<file path="config.mk">
export PLATFORM = sky130hd
export DESIGN_NAME = lfsr_prng
export DESIGN_NICKNAME = d
export VERILOG_FILES = /design/src/rtl/lfsr_prng_pkg.sv /design/src/rtl/lfsr_prng_core.sv /design/src/rtl/lfsr_prng.sv
export SDC_FILE = /design/constraint.sdc
export NUM_CORES = 1
export LEC_CHECK = 0
export ABC_CLOCK_PERIOD_IN_PS = 3340
export BUFFER_PORTS_ARGS = -buffer_cell sky130_fd_sc_hd__buf_2
export CAP_MARGIN = 5
export CELL_PAD_IN_SITES_DETAIL_PLACEMENT = 1
export CELL_PAD_IN_SITES_GLOBAL_PLACEMENT = 1
export CORE_ASPECT_RATIO = 0.5
export CORE_MARGIN = 3
export CORE_UTILIZATION = 43
export DETAILED_ROUTE_END_ITERATION = 8
export GPL_ROUTABILITY_DRIVEN = 0
export GPL_TIMING_DRIVEN = 1
export PLACE_DENSITY = 0.84
export SETUP_SLACK_MARGIN = 0.4
export SYNTH_ARGS = -nofsm -noshare
export SYNTH_HDL_FRONTEND = slang
export SYNTH_SLANG_ARGS = --single-unit
</file>
<file path="constraint.sdc">
create_clock -name clk -period 3.34 [get_ports clk]
set_input_delay 0.668 -clock clk [delete_from_list [all_inputs] [get_ports clk]]
set_output_delay 0.668 -clock clk [all_outputs]
set_load 0.03 [all_outputs]
</file>
<file path="src/rtl/lfsr_prng_pkg.sv">
// Shared constants for the LFSR PRNG family.
// Holds the maximal-length tap masks and the collector FSM state encoding.
package lfsr_pkg;

    localparam logic [7:0]  TAP_8  = 8'hB8;
    localparam logic [15:0] TAP_16 = 16'hB400;
    localparam logic [31:0] TAP_32 = 32'h80200003;

    localparam logic [0:0] COLLECT = 1'b0;
    localparam logic [0:0] FULL    = 1'b1;

endpackage

</file>
<file path="src/rtl/lfsr_prng_core.sv">
// Fibonacci LFSR state register with feedback XOR, step enable and seed load.
// A zero seed is replaced by DEFAULT_SEED so the register can never lock up.
module lfsr_core import lfsr_pkg::*; #(
    parameter int                WIDTH        = 16,
    parameter logic [WIDTH-1:0]  TAP_MASK     = TAP_16,
    parameter logic [WIDTH-1:0]  DEFAULT_SEED = WIDTH'(1)
) (
    input  logic             clk,
    input  logic             rst,
    input  logic             step,
    input  logic             seed_load,
    input  logic [WIDTH-1:0] seed,
    output logic [WIDTH-1:0] lfsr,
    output logic             fb
);

    assign fb = ^(lfsr & TAP_MASK);

    always_ff @(posedge clk or posedge rst) begin
        if (rst) begin
            lfsr <= DEFAULT_SEED;
        end else if (seed_load) begin
            lfsr <= (seed == '0) ? DEFAULT_SEED : seed;
        end else if (step) begin
            lfsr <= {lfsr[WIDTH-2:0], fb};
        end
    end

endmodule

</file>
<file path="src/rtl/lfsr_prng.sv">
// Parametrised LFSR PRNG: packs OUT_W feedback bits per word onto a valid/ready stream.
// Optional macro LFSR_PERIOD_CNT_EN adds a step counter and the period_done pulse.
module lfsr_prng import lfsr_pkg::*; #(
    parameter int                WIDTH        = 16,
    parameter logic [WIDTH-1:0]  TAP_MASK     = TAP_16,
    parameter int                OUT_W        = 8,
    parameter logic [WIDTH-1:0]  DEFAULT_SEED = WIDTH'(1)
) (
    input  logic             clk,
    input  logic             rst,
    input  logic             en,
    input  logic             seed_load,
    input  logic [WIDTH-1:0] seed,
    input  logic             out_ready,
    output logic             out_valid,
    output logic [OUT_W-1:0] out_data,
    output logic [WIDTH-1:0] lfsr,
    output logic             lockup_err
`ifdef LFSR_PERIOD_CNT_EN
    ,
    output logic             period_done
`endif
);

    localparam int               CNT_W = $clog2(OUT_W + 1);
    localparam logic [CNT_W-1:0] LAST  = CNT_W'(OUT_W - 1);

    logic [0:0]       state;
    logic [CNT_W-1:0] count;
    logic [OUT_W-1:0] collect;
    logic [OUT_W-1:0] word_next;
    logic             fb;
    logic             step;

    // In FULL a step is only allowed in the cycle the pending word is consumed.
    assign step      = !seed_load && en && ((state == COLLECT) || out_ready);
    assign word_next = (collect << 1) | OUT_W'(fb);
    assign out_valid = (state == FULL);

    lfsr_core #(
        .WIDTH        (WIDTH),
        .TAP_MASK     (TAP_MASK),
        .DEFAULT_SEED (DEFAULT_SEED)
    ) u_core (
        .clk       (clk),
        .rst       (rst),
        .step      (step),
        .seed_load (seed_load),
        .seed      (seed),
        .lfsr      (lfsr),
        .fb        (fb)
    );

    always_ff @(posedge clk or posedge rst) begin
        if (rst) begin
            state      <= COLLECT;
            count      <= '0;
            collect    <= '0;
            out_data   <= '0;
            lockup_err <= 1'b0;
        end else if (seed_load) begin
            state      <= COLLECT;
            count      <= '0;
            lockup_err <= (seed == '0);
        end else if (step) begin
            collect <= word_next;
            // count is zero in FULL, so with OUT_W==1 a consume-plus-step refills immediately
            if (count == LAST) begin
                out_data <= word_next;
                count    <= '0;
                state    <= FULL;
            end else begin
                count <= count + 1'b1;
                state <= COLLECT;
            end
        end else if ((state == FULL) && out_ready) begin
            state <= COLLECT;
        end
    end

`ifdef LFSR_PERIOD_CNT_EN
    logic [WIDTH-1:0] load_val;
    logic [WIDTH-1:0] step_cnt;

    // The period ends on the step whose next state equals the last loaded value.
    always_ff @(posedge clk or posedge rst) begin
        if (rst) begin
            load_val    <= DEFAULT_SEED;
            step_cnt    <= '0;
            period_done <= 1'b0;
        end else if (seed_load) begin
            load_val    <= (seed == '0) ? DEFAULT_SEED : seed;
            step_cnt    <= '0;
            period_done <= 1'b0;
        end else if (step) begin
            if ({lfsr[WIDTH-2:0], fb} == load_val) begin
                period_done <= 1'b1;
                step_cnt    <= '0;
            end else begin
                period_done <= 1'b0;
                step_cnt    <= step_cnt + 1'b1;
            end
        end else begin
            period_done <= 1'b0;
        end
    end
`endif

endmodule

</file>
==> qor.yml, run 1 <==
final_layout:
  area_delta_synth_final_pct: 21.2
  drive_gt1_frac: 0.390
  post-route-util: 0.564
  nets: 208
  n_antenna_cell: 0
  fin_cells: 238
  nFillCells: 410
pwr:
  sequentialPowerShare: 0.531
  pwr-share-clk: 0.278
  powerDensity_mw_per_mm2: 532
  combinationalPowerShare: 0.191
  switching_share: 0.298
  power.static_leakage_nw: 1.03
  power_switching_mw: 0.319
  worst_ir_drop_vdd_mv: 0.293
  p_int_mw: 0.751
global_routing:
  grt_antenna_before_repair: 0
  use_met3: 0.0457
  grt_max_degree: 41
  use_met2: 0.298
  busiest_layer: "met2"
  grt_usage: 0.179
  grt_pass1_wl_microns: 6510
  grt-ovfl-total: 0
  grt_pass1_vias: 1336
  grt_use_met1: 0.239
die:
  rows: 15
  initial_core_util: 0.465
  die-area_sq_mm: 0.00468
  die_y_microns: 49.9
  ios: 47
  die_w_microns: 93.8
  core_sq_mm: 0.00357
sta:
  fin_crit_sh: 0.591
  rsz0062_at_grt: "false"
  max_freq_mhz: 507
  tightest_slew_ns: 0.648
  slew_violations: 0
  setup_viol: 0
  fin_skew_ns: 0.00615
  maxSlewHeadroom: 0.565
  final_hold_viol_count: 0
  post-route-min-period_ns: 1.97
  fin_setup_tns_ns: 0
clock_network:
  htree_levels: 2
  cts_resized: 0
  cts_root_buf: "clkbuf_8"
  cts_setup_buffers: 0
  numCtsBuffers: 5
  clk_path_buf_depth: 2
  clk_latency_ns: 0.28
  ctsHoldBuffers: 0
  cts_tree: "done"
  cts.sinks: 37
  clk_pin_slew_worst_paths_ns: 0.07
synthesis:
  ys_ff_latch: 37
  synth_top_family_by_area: "multiplexers"
  post-synth-top-area-cell: "dfrtp_1"
  yosys_warnings: 0
  muxShareOfSynthArea: 0.211
  avgSynthCellArea_sq_um: 12.0
  synthXorXnorAreaFrac: 0.0211
  synth.cell_area_sq_mm: 0.00166
  synthAdderAreaFrac: 0.00755
  synthCells: 138
  ys_types: 24
  synth-compound-area-share: 0.0619
  synth_area_leaders: "dfrtp_1 (54%), mux2_2 (11%), mux2i_1 (10%)"
  yosys.area.top_type_share: 0.543
  ys_seq_area_frac: 0.559
  synth_fp_nets: 160
  yosys.area_share.simple: 0.118
routing:
  finalWirelength_microns: 3740
  drt-wirelength-per-cell_microns: 15.7
  first_pass_iters: 3
  vias: 1215
  first_iter_violations: 24
  drc: 0
  routed_via_density: 5.11
  ant_nets: 0
job:
  cap_violations: 0
setup_path:
  crit_required_ns: 3.50
  critical-path-max-stage-delay_ns: 0.62
  crit_chain: "buf_2, nand2b_4, nand2_4, nor4_4, mux2_2"
  crit_path_start_kind: "primary input"
  worst_path_max_delay_cell: "nor4_4"
  setup.worst_path.class: "in2reg"
  crit_arrival_ns: 2.14
  crit_buf_inv: 1
  crit_fanout: 21
  cp_top_family: "simple AND/OR/NAND/NOR gates"
  endpoint_kind: "flop"
run_status:
  status: "finished, final reports clean"
place:
  io_buffers: 46
  dpl.hpwl_microns: 2760
  dp_cells: 230
min_path:
  worstHoldPathType: "in2async"
stage by stage:
step | worst slack (ns) | hold slack [ns] | area [sq um] | power (mW)
after global placement | 1.11 | 0.488 | 1930 | 0.767
after floorplan | 1.55 | 0.475 | 1660 | 0.705
after detailed placement | 1.05 | 0.492 | 1930 | 0.784
after CTS | 1.35 | 0.508 | 2010 | 1.08
after global routing | 1.25 | 0.521 | 2010 | 1.13
final | 1.37 | 0.498 | 2010 | 1.07
final timing paths:
kind                                   from         endpoint  slack, ns  cells past startpoint
worst max-delay path              out_ready      out_data[4]       1.37                      5
worst min-delay path                    rst  u_core.lfsr[14]       0.50                      3
worst max register to register    out_valid      out_data[4]       1.46                      4
worst min register to register  out_data[6]      out_data[6]       0.50                      1
max in group asynchronous               rst   u_core.lfsr[0]       2.49                      3
min in group clk                out_data[6]      out_data[6]       0.50                      1
layout make-up:
cell class                      count  area, sq um  share of cell area
Sequential cell                    37          927               0.461
Multi-Input combinational cell     94          697               0.347
Timing Repair Buffer               47          238               0.118
Clock buffer                        8         80.1              0.0399
Tap cell                           51         63.8              0.0318
Inverter                            1         3.75             0.00187
sequential cells by signal, indices dropped and copies added, names as in the netlist:
| register | flops |
|---|---|
| lockup_err | 1 |
| u_core.lfsr | 16 |
| count | 4 |
| out_valid | 1 |
| collect | 7 |
| out_data | 8 |
cells in the final DEF, fill, tap and decap left out:
cell / netlist / final
nand2_4: 1 / 1
buf_4: 2 / 1
mux2i_1: 17 / 17
o21bai_1: 1 / 1
clkbuf_1: 4 / 3
mux2_2: 16 / 16
dfrtp_1: 36 / 36
a21oi_1: 2 / 2
nor4_4: 1 / 1
dfstp_2: 1 / 1
ha_1: 1 / 1
nand2_1: 18 / 18
xor2_1: 2 / 2
nand3_1: 3 / 3
nand2b_4: 1 / 1
buf_2: 0 / 46
o21ai_0: 17 / 17
xnor2_1: 2 / 2
inv_1: 1 / 1
or3_1: 1 / 1
nor2_1: 4 / 4
nor2_2: 1 / 1
and3_1: 1 / 1
nor4_1: 4 / 4
clkbuf_8: 0 / 5
and4_1: 1 / 1
cell families after synthesis:
| kind of cell | Yosys count |
|---|---|
| buffers and inverters | 7 |
| AND/OR/NAND/NOR | 36 |
| multiplexers | 33 |
| XOR/XNOR | 4 |
| AO/OA/AOI/OAI | 20 |
| adder cells (fa/ha/maj) | 1 |
| flip-flops | 37 |
metal layers:
layer	vias up	routed length, microns	part of all wire
li1	582	-	-
met1	606	1750	0.47
met2	25	1830	0.49
met3	2	129	0.035
met4	0	25	0.0067
met5	-	0	0
power by group through the flow:
stage	Combinational (mW)	Sequential, mW	Clock, mW
floorplan	0.103	0.602	0
global placement	0.198	0.569	0
detailed placement	0.207	0.577	0
CTS	0.207	0.568	0.302
global route	0.226	0.577	0.323
finish	0.205	0.568	0.297
worst register-to-register path, delay by kind of cell, from the launching register on:
family	cells	cell delay, ns
simple gates	3	0.95
mux	1	0.40
flops	1	0.41
cells in the mapped netlist:
cell type	number
dfrtp_1	36
nand2_1	18
mux2i_1	17
o21ai_0	17
mux2_2	16
clkbuf_1	4
nor2_1	4
nor4_1	4
nand3_1	3
a21oi_1	2
buf_4	2
xnor2_1	2
xor2_1	2
and3_1	1
and4_1	1
dfstp_2	1
ha_1	1
inv_1	1
nand2_4	1
nand2b_4	1
nor2_2	1
nor4_4	1
o21bai_1	1
or3_1	1
Note: power is estimated with default switching activity, not from simulation.
==> inputs of run 2 (changes only) <==
--- a/config.mk
+++ b/config.mk
@@ -5,18 +5,19 @@
 export SDC_FILE = /design/constraint.sdc
 export NUM_CORES = 1
 export LEC_CHECK = 0
-export ABC_CLOCK_PERIOD_IN_PS = 3340
+export ABC_AREA = 1
+export ABC_CLOCK_PERIOD_IN_PS = 2000
 export BUFFER_PORTS_ARGS = -buffer_cell sky130_fd_sc_hd__buf_2
 export CAP_MARGIN = 5
 export CELL_PAD_IN_SITES_DETAIL_PLACEMENT = 1
 export CELL_PAD_IN_SITES_GLOBAL_PLACEMENT = 1
 export CORE_ASPECT_RATIO = 0.5
 export CORE_MARGIN = 3
-export CORE_UTILIZATION = 43
+export CORE_UTILIZATION = 38
 export DETAILED_ROUTE_END_ITERATION = 8
 export GPL_ROUTABILITY_DRIVEN = 0
 export GPL_TIMING_DRIVEN = 1
-export PLACE_DENSITY = 0.84
+export PLACE_DENSITY = 0.78
 export SETUP_SLACK_MARGIN = 0.4
 export SYNTH_ARGS = -nofsm -noshare
 export SYNTH_HDL_FRONTEND = slang
==> constraint.sdc (replaced) <==
create_clock -name clk -period 2 [get_ports clk]
set_input_delay 0.4 -clock clk [delete_from_list [all_inputs] [get_ports clk]]
set_output_delay 0.4 -clock clk [all_outputs]
set_load 0.03 [all_outputs]
==> run 2 against run 1 <==
Net effect:
- total power is 67% higher
- utilization is 6.0 points lower
- die area is 17% higher
- final cell count is 27% higher
==> qor.yml, run 2 <==
run_status:
  status: "finished, final reports clean"
die:
  ios: 47
  rows: 16
  die-area_sq_mm: 0.00550
  die_y_microns: 54.0
  die_w_microns: 102
  initial_core_util: 0.420
  core_sq_mm: 0.00416
routing:
  drt-wirelength-per-cell_microns: 14.3
  first_iter_violations: 52
  first_pass_iters: 4
  ant_nets: 0
  vias: 1506
  drc: 0
  finalWirelength_microns: 4330
  routed_via_density: 4.97
final_layout:
  nets: 271
  drive_gt1_frac: 0.269
  post-route-util: 0.504
  final_cell_mix: "nand2_1 (53), buf_2 (46), dfrtp_1 (36)"
  largestRegisters: "u_core.lfsr x16, out_data x8, collect x7"
  nFillCells: 535
  regMostFlops: "u_core.lfsr"
  area_delta_synth_final_pct: 20.0
  layout_commonest_cell: "nand2_1"
  largest_reg_flops: 16
  n_antenna_cell: 0
synthesis:
  yosys_warnings: 0
  synth_edf_count: 0
  yosys.area.top_type_share: 0.515
  ys_types: 30
  synth_flop_cell: "dfrtp_1"
  synth_fp_nets: 222
  synthCells: 200
  synth_area_leaders: "dfrtp_1 (52%), nand2_1 (11%), nor2_1 (5.6%)"
  ys_ff_latch: 37
  synthArstFlopShare: 1.00
  synthTopCellsByCount: "nand2_1 (53), dfrtp_1 (36), nor2_1 (26)"
  post-synth-top-area-cell: "dfrtp_1"
  avgSynthCellArea_sq_um: 8.74
  synth.cell_area_sq_mm: 0.00175
  ys_seq_area_frac: 0.530
  synthMostInstantiatedCell: "nand2_1"
sta:
  hold_ws_ns: 0.210
  post-route-min-period_ns: 1.43
  rsz0062_at_grt: "false"
  setup_viol: 0
  tightest_slew_ns: 0.476
  fin_crit_sh: 0.715
  max_freq_mhz: 699
  fin_setup_tns_ns: 0
  maxSlewHeadroom: 0.683
  fin_skew_ns: 0.00575
  final_hold_viol_count: 0
  slew_violations: 0
pwr:
  power_switching_mw: 0.566
  power.static_leakage_nw: 1.10
  worst_ir_drop_vdd_mv: 0.279
  switching_share: 0.317
  sequentialPowerShare: 0.499
  powerDensity_mw_per_mm2: 851
  p_int_mw: 1.22
  pwr-share-clk: 0.294
  combinationalPowerShare: 0.206
clock_network:
  cts_tree: "done"
  clk_pin_slew_worst_paths_ns: 0.07
  cts_setup_buffers: 0
  ctsHoldBuffers: 0
  numCtsBuffers: 5
  cts_root_buf: "clkbuf_8"
  cts.sinks: 37
  htree_levels: 2
  cts_resized: 0
  clk_path_buf_depth: 2
  clk_latency_ns: 0.29
min_path:
  worstHoldPathType: "in2async"
setup_path:
  cp_top_family: "flip-flops"
  critical-path-max-stage-delay_ns: 0.55
  crit_required_ns: 1.60
  endpoint_kind: "primary output"
  crit_buf_inv: 1
  setup.worst_path.class: "reg2out"
  crit_chain: "buf_2"
  r2r_start: "out_valid"
  crit_arrival_ns: 1.03
  crit_fanout: 3
  crit_path_start_kind: "flop"
  worst_path_max_delay_cell: "dfstp_2"
  cp-startpoint: "u_core.lfsr[0]"
global_routing:
  grt_pass1_vias: 1476
  grt_max_degree: 38
  grt_usage: 0.172
  grt_antenna_before_repair: 0
  grt_pass1_wl_microns: 7120
  grt-ovfl-total: 0
job:
  cap_violations: 0
place:
  dpl.hpwl_microns: 3190
  io_buffers: 46
[run 2: changes by cell type after synthesis, sizes merged, moves of 7 or more]
cell,change
nand2,+37
mux2,-16
inv,+19
nor2,+24
a31oi,+7
a21oi,+7
mux2i,-17
[run 2: cells by family after synthesis]
group,Yosys count,share of synthesized area
adders and majority gates,1,0.00716
AOI/OAI and AO/OA,43,0.145
buffers and inverters,26,0.0752
xor gates and xnor gates,3,0.0150
and+or+nand+nor,90,0.228
DFF,37,0.530
[run 2: layout make-up]
| cell class | instances | area (sq um) | area share |
|---|---|---|---|
| Sequential cell | 37 | 927 | 0.442 |
| Inverter | 20 | 82.6 | 0.0394 |
| Timing Repair Buffer | 48 | 245 | 0.117 |
| Tap cell | 54 | 67.6 | 0.0322 |
| Multi-Input combinational cell | 137 | 689 | 0.329 |
| Clock buffer | 7 | 86.3 | 0.0411 |
[run 2: stage by stage]
step	total power, mW	setup WS, ns	cells	area, sq um
final	1.79	0.570	303	2100
after global routing	1.89	0.430	303	2100
after CTS	1.80	0.557	303	2100
after detailed placement	1.28	0.423	296	2010
after global placement	1.26	0.493	296	2010
after floorplan	1.15	0.710	200	1750
[run 2: final timing paths]
check	end	slack [ns]	cells after the start
max	lfsr[0]	0.57	1
min	count[1]	0.21	3
max reg2reg	count[1]	0.57	5
min reg2reg	collect[1]	0.49	2
max in group asynchronous	u_core.lfsr[0]	1.44	3
min in group clk	u_core.lfsr[14]	0.37	3
[run 2: power by group through the flow]
stage	sequential (mW)	combinational (mW)	clock, mW
finish	0.892	0.369	0.525
global route	0.903	0.412	0.576
CTS	0.892	0.374	0.537
detailed placement	0.905	0.372	0
global placement	0.900	0.357	0
floorplan	0.983	0.164	0
[run 2: layer usage]
layer  vias to the layer above  global-route usage  wire length [microns]
li1                        744                   -                      -
met1                       725               0.234                   2110
met2                        31               0.275                   1980
met3                         6              0.0427                    179
met4                         0              0.0545                     54
met5                         -                   0                      0
==> inputs of run 3 (changes only) <==
--- a/config.mk
+++ b/config.mk
@@ -5,19 +5,19 @@
 export SDC_FILE = /design/constraint.sdc
 export NUM_CORES = 1
 export LEC_CHECK = 0
-export ABC_AREA = 1
-export ABC_CLOCK_PERIOD_IN_PS = 2000
+export ABC_AREA = 0
+export ABC_CLOCK_PERIOD_IN_PS = 1500
 export BUFFER_PORTS_ARGS = -buffer_cell sky130_fd_sc_hd__buf_2
 export CAP_MARGIN = 5
 export CELL_PAD_IN_SITES_DETAIL_PLACEMENT = 1
 export CELL_PAD_IN_SITES_GLOBAL_PLACEMENT = 1
 export CORE_ASPECT_RATIO = 0.5
 export CORE_MARGIN = 3
-export CORE_UTILIZATION = 38
+export CORE_UTILIZATION = 40
 export DETAILED_ROUTE_END_ITERATION = 8
 export GPL_ROUTABILITY_DRIVEN = 0
 export GPL_TIMING_DRIVEN = 1
-export PLACE_DENSITY = 0.78
+export PLACE_DENSITY = 0.79
 export SETUP_SLACK_MARGIN = 0.4
 export SYNTH_ARGS = -nofsm -noshare
 export SYNTH_HDL_FRONTEND = slang
==> constraint.sdc (replaced) <==
create_clock -name clk -period 1.5 [get_ports clk]
set_input_delay 0.3 -clock clk [delete_from_list [all_inputs] [get_ports clk]]
set_output_delay 0.3 -clock clk [all_outputs]
set_load 0.03 [all_outputs]
==> run 3 against run 2 <==
Net effect:
- the flow now stops in 5_1_grt
- synthesized area fell by 5.2%
- synthesized cell count decreased by 31%
==> qor.yml, run 3 <==
place:
  io_buffers: 46
  dpl.hpwl_microns: 3050
  pre_cts_slack_ns: -0.0639
  dp_cells: 237
clock_network:
  htree_levels: 2
  clk_path_buf_depth: 2
  numCtsBuffers: 5
  cts_root_buf: "clkbuf_8"
  cts.sinks: 37
synthesis:
  synthTopCellsByCount: "dfrtp_1 (36), nand2_1 (18), mux2i_1 (17), o21ai_0 (17), mux2_2 (16)"
  synth.cell_area_sq_mm: 0.00166
  post-synth-top-area-cell: "dfrtp_1"
  synth_flop_cell: "dfrtp_1"
  avgSynthCellArea_sq_um: 12.0
  synthMostInstantiatedCell: "dfrtp_1"
  ys_types: 24
  synth_fp_nets: 160
  yosys_warnings: 0
  synth_area_leaders: "dfrtp_1 (54%), mux2_2 (11%), mux2i_1 (10%)"
  synthCells: 138
  synthArstFlopShare: 1.00
  synth_edf_count: 0
  ys_seq_area_frac: 0.559
  ys_ff_latch: 37
  yosys.area.top_type_share: 0.543
global_routing:
  grt_antenna_before_repair: 0
  grt_max_degree: 38
die:
  die_w_microns: 97.0
  rows: 15
  die_y_microns: 51.5
  ios: 47
  initial_core_util: 0.448
run_status:
  haltStage: "5_1_grt"
  stop_error: "[ERROR DPL-0033] detailed placement checks failed during check placement."
  status: "did not finish"
sta:
  worst-ep-kind: "register input"
  worst_endpoint: "out_data[7]$_DFFE_PP0P_/D"
-- run 3: cell types whose count changed after synthesis, moves of 3 or more --
| cell | previous run | this run |
|---|---|---|
| a21oi_1 | 7 | 2 |
| a31oi_1 | 7 | 0 |
| nand2_1 | 53 | 18 |
| nor2_1 | 26 | 4 |
| clkbuf_1 | 0 | 4 |
| a22oi_1 | 5 | 0 |
| buf_2 | 3 | 0 |
| mux2_2 | 0 | 16 |
| inv_1 | 18 | 1 |
| mux2i_1 | 0 | 17 |
| nor4_1 | 0 | 4 |
-- run 3: timing repair --
| item | in CTS |
|---|---|
| endpoints found under the setup margin | 60 |
| buffers inserted | 23 |
| pin swaps | 7 |
| hold buffers | 1 |
| gates cloned | 1 |
| gates resized for setup | 102 |
| endpoints found under the hold margin | 2 |
-- run 3: logic make-up after synthesis --
family          count (synthesis)  synth area share
compound gates                 20            0.0619
xor+xnor                        4            0.0211
fa+ha+maj                       1           0.00755
buf+inv                         7            0.0204
flops                          37             0.559
mux                            33             0.211
simple gates                   36             0.118
-- run 3: per-stage QoR --
step                      instance area (sq um)  hold WS [ns]  setup TNS (ns)  utilization
after floorplan                            1670         0.259          -0.965            -
after CTS                                  2660         0.233          -0.396        0.720
after global placement                     2010         0.309               0        0.544
after detailed placement                   2010         0.313          -0.358        0.544
==> inputs of run 4 (changes only) <==
--- a/config.mk
+++ b/config.mk
@@ -9,16 +9,12 @@
 export ABC_CLOCK_PERIOD_IN_PS = 1500
 export BUFFER_PORTS_ARGS = -buffer_cell sky130_fd_sc_hd__buf_2
 export CAP_MARGIN = 5
-export CELL_PAD_IN_SITES_DETAIL_PLACEMENT = 1
-export CELL_PAD_IN_SITES_GLOBAL_PLACEMENT = 1
-export CORE_ASPECT_RATIO = 0.5
 export CORE_MARGIN = 3
 export CORE_UTILIZATION = 40
 export DETAILED_ROUTE_END_ITERATION = 8
 export GPL_ROUTABILITY_DRIVEN = 0
 export GPL_TIMING_DRIVEN = 1
-export PLACE_DENSITY = 0.79
-export SETUP_SLACK_MARGIN = 0.4
+export PLACE_DENSITY_LB_ADDON = 0.15
 export SYNTH_ARGS = -nofsm -noshare
 export SYNTH_HDL_FRONTEND = slang
 export SYNTH_SLANG_ARGS = --single-unit
==> run 4 against run 3 <==
Net effect:
- the flow now finishes, with violations (negative setup slack)
==> qor.yml, run 4 (same netlist as run 1, synthesis figures left out) <==
run_status:
  status: "finished, violations left"
  failed_checks: "negative setup slack"
sta:
  rsz0062_at_grt: "true"
  fin_crit_sh: 1.01
  post-route-min-period_ns: 1.52
  tightest_slew_ns: 0.480
  maxSlewHeadroom: 0.680
  max_freq_mhz: 658
  worst_slack_ns: -0.0199
  hold_ws_ns: 0.117
  slew_violations: 0
  final_hold_viol_count: 0
  fin_skew_ns: 0.00833
  setup_viol: 3
final_layout:
  nets: 221
  fin_cells: 248
  layout_commonest_cell: "buf_2"
  regMostFlops: "u_core.lfsr"
  nFillCells: 336
  largest_reg_flops: 16
  n_antenna_cell: 0
  drive_gt1_frac: 0.455
  largestRegisters: "u_core.lfsr x16, out_data x8, collect x7"
  final_cell_mix: "buf_2 (46), dfrtp_1 (35), mux2i_1 (17), o21ai_0 (17), nand2_1 (17)"
  area_delta_synth_final_pct: 30.8
global_routing:
  grt_usage: 0.148
  grt_pass1_wl_microns: 5810
  grt_max_degree: 38
  grt-ovfl-total: 0
  grt_pass1_vias: 1239
  grt_antenna_before_repair: 0
job:
  cap_violations: 0
setup_path:
  crit_chain: "nand2b_4, nand2_4, nor4_4, buf_4, mux2_2"
  worst_path_max_delay_cell: "dfrtp_2"
  cp_top_family: "simple AND/OR/NAND/NOR gates"
  setup.worst_path.class: "reg2reg"
  crit_buf_inv: 1
  critical-path-max-stage-delay_ns: 0.42
  crit_arrival_ns: 1.69
  crit_required_ns: 1.67
  crit_path_start_kind: "flop"
  endpoint_kind: "flop"
  crit_fanout: 4
routing:
  finalWirelength_microns: 3550
  drc: 0
  routed_via_density: 5.04
  first_pass_iters: 4
  ant_nets: 0
  first_iter_violations: 42
  drt-wirelength-per-cell_microns: 14.3
  vias: 1250
die:
  die-area_sq_mm: 0.00495
  die_w_microns: 70.4
  initial_core_util: 0.433
  die_y_microns: 70.4
  rows: 22
  core_sq_mm: 0.00383
  ios: 47
clock_network:
  numCtsBuffers: 5
  cts.sinks: 37
  cts_tree: "done"
  clk_pin_slew_worst_paths_ns: 0.07
  clk_path_buf_depth: 2
  cts_root_buf: "clkbuf_8"
  htree_levels: 2
  ctsHoldBuffers: 0
  clk_latency_ns: 0.28
place:
  dpl.hpwl_microns: 2540
  dp_cells: 236
  io_buffers: 46
  pre_cts_slack_ns: 0.00831
min_path:
  worstHoldPathType: "in2async"
pwr:
  power.static_leakage_nw: 1.11
  worst_ir_drop_vdd_mv: 0.702
  powerDensity_mw_per_mm2: 1210
run 4: layout make-up:
class,count,area (sq um),share of cell area
multi-input combinational,94,721,0.332
tap,48,60.1,0.0277
timing repair buffer,60,339,0.156
sequential,37,928,0.428
clock inverter,1,30.0,0.0138
inverter,1,3.75,0.00173
clock buffer,7,86.3,0.0398
run 4: stage by stage:
step                      setup TNS (ns)  total power [mW]  area, sq um  utilization
after CTS                              0              2.63         2110        0.553
after global routing              -0.659              2.74         2170        0.567
final                            -0.0528              2.61         2170        0.567
after floorplan                   -0.965              1.57         1660            -
after global placement                 0              1.73         1990        0.521
after detailed placement               0              1.74         1990        0.521
run 4: layer usage:
layer	global-route usage	vias to the layer above	share of wire
li1	-	606	-
met1	0.185	609	0.45
met2	0.237	30	0.49
met3	0.0432	5	0.053
met4	0.0638	0	0.010
met5	0	-	0
run 4: worst register-to-register path: cells and delay by family, from the launching register on:
kind	cells	cell delay, ns
multiplexers	1	0.33
buffers and inverters	1	0.20
flip-flops	1	0.42
AND/OR/NAND/NOR	3	0.45
run 4: final timing paths:
check | startpoint | to | slack [ns] | depth (start not counted)
setup / recovery | out_valid | out_data[2] | -0.02 | 5
hold / removal | rst | out_data[7] | 0.12 | 3
setup reg to reg | out_valid | out_data[2] | -0.02 | 5
hold reg to reg | out_data[4] | out_data[4] | 0.51 | 1
max in group asynchronous | rst | u_core.lfsr[0] | 1.03 | 3
min in group clk | seed[15] | u_core.lfsr[15] | 0.24 | 3
run 4: what timing repair did:
item | in CTS | in global routing
gates resized for setup | 1 | 8
buffers inserted | 0 | 3
endpoints found under the setup margin | 3 | 8
gates cloned | 0 | 1
run 4: report_power, final:
group	switching, mW	internal (mW)	total (mW)
Clock	0.345	0.542	0.887
Sequential	0.111	1.15	1.26
Combinational	0.256	0.211	0.467
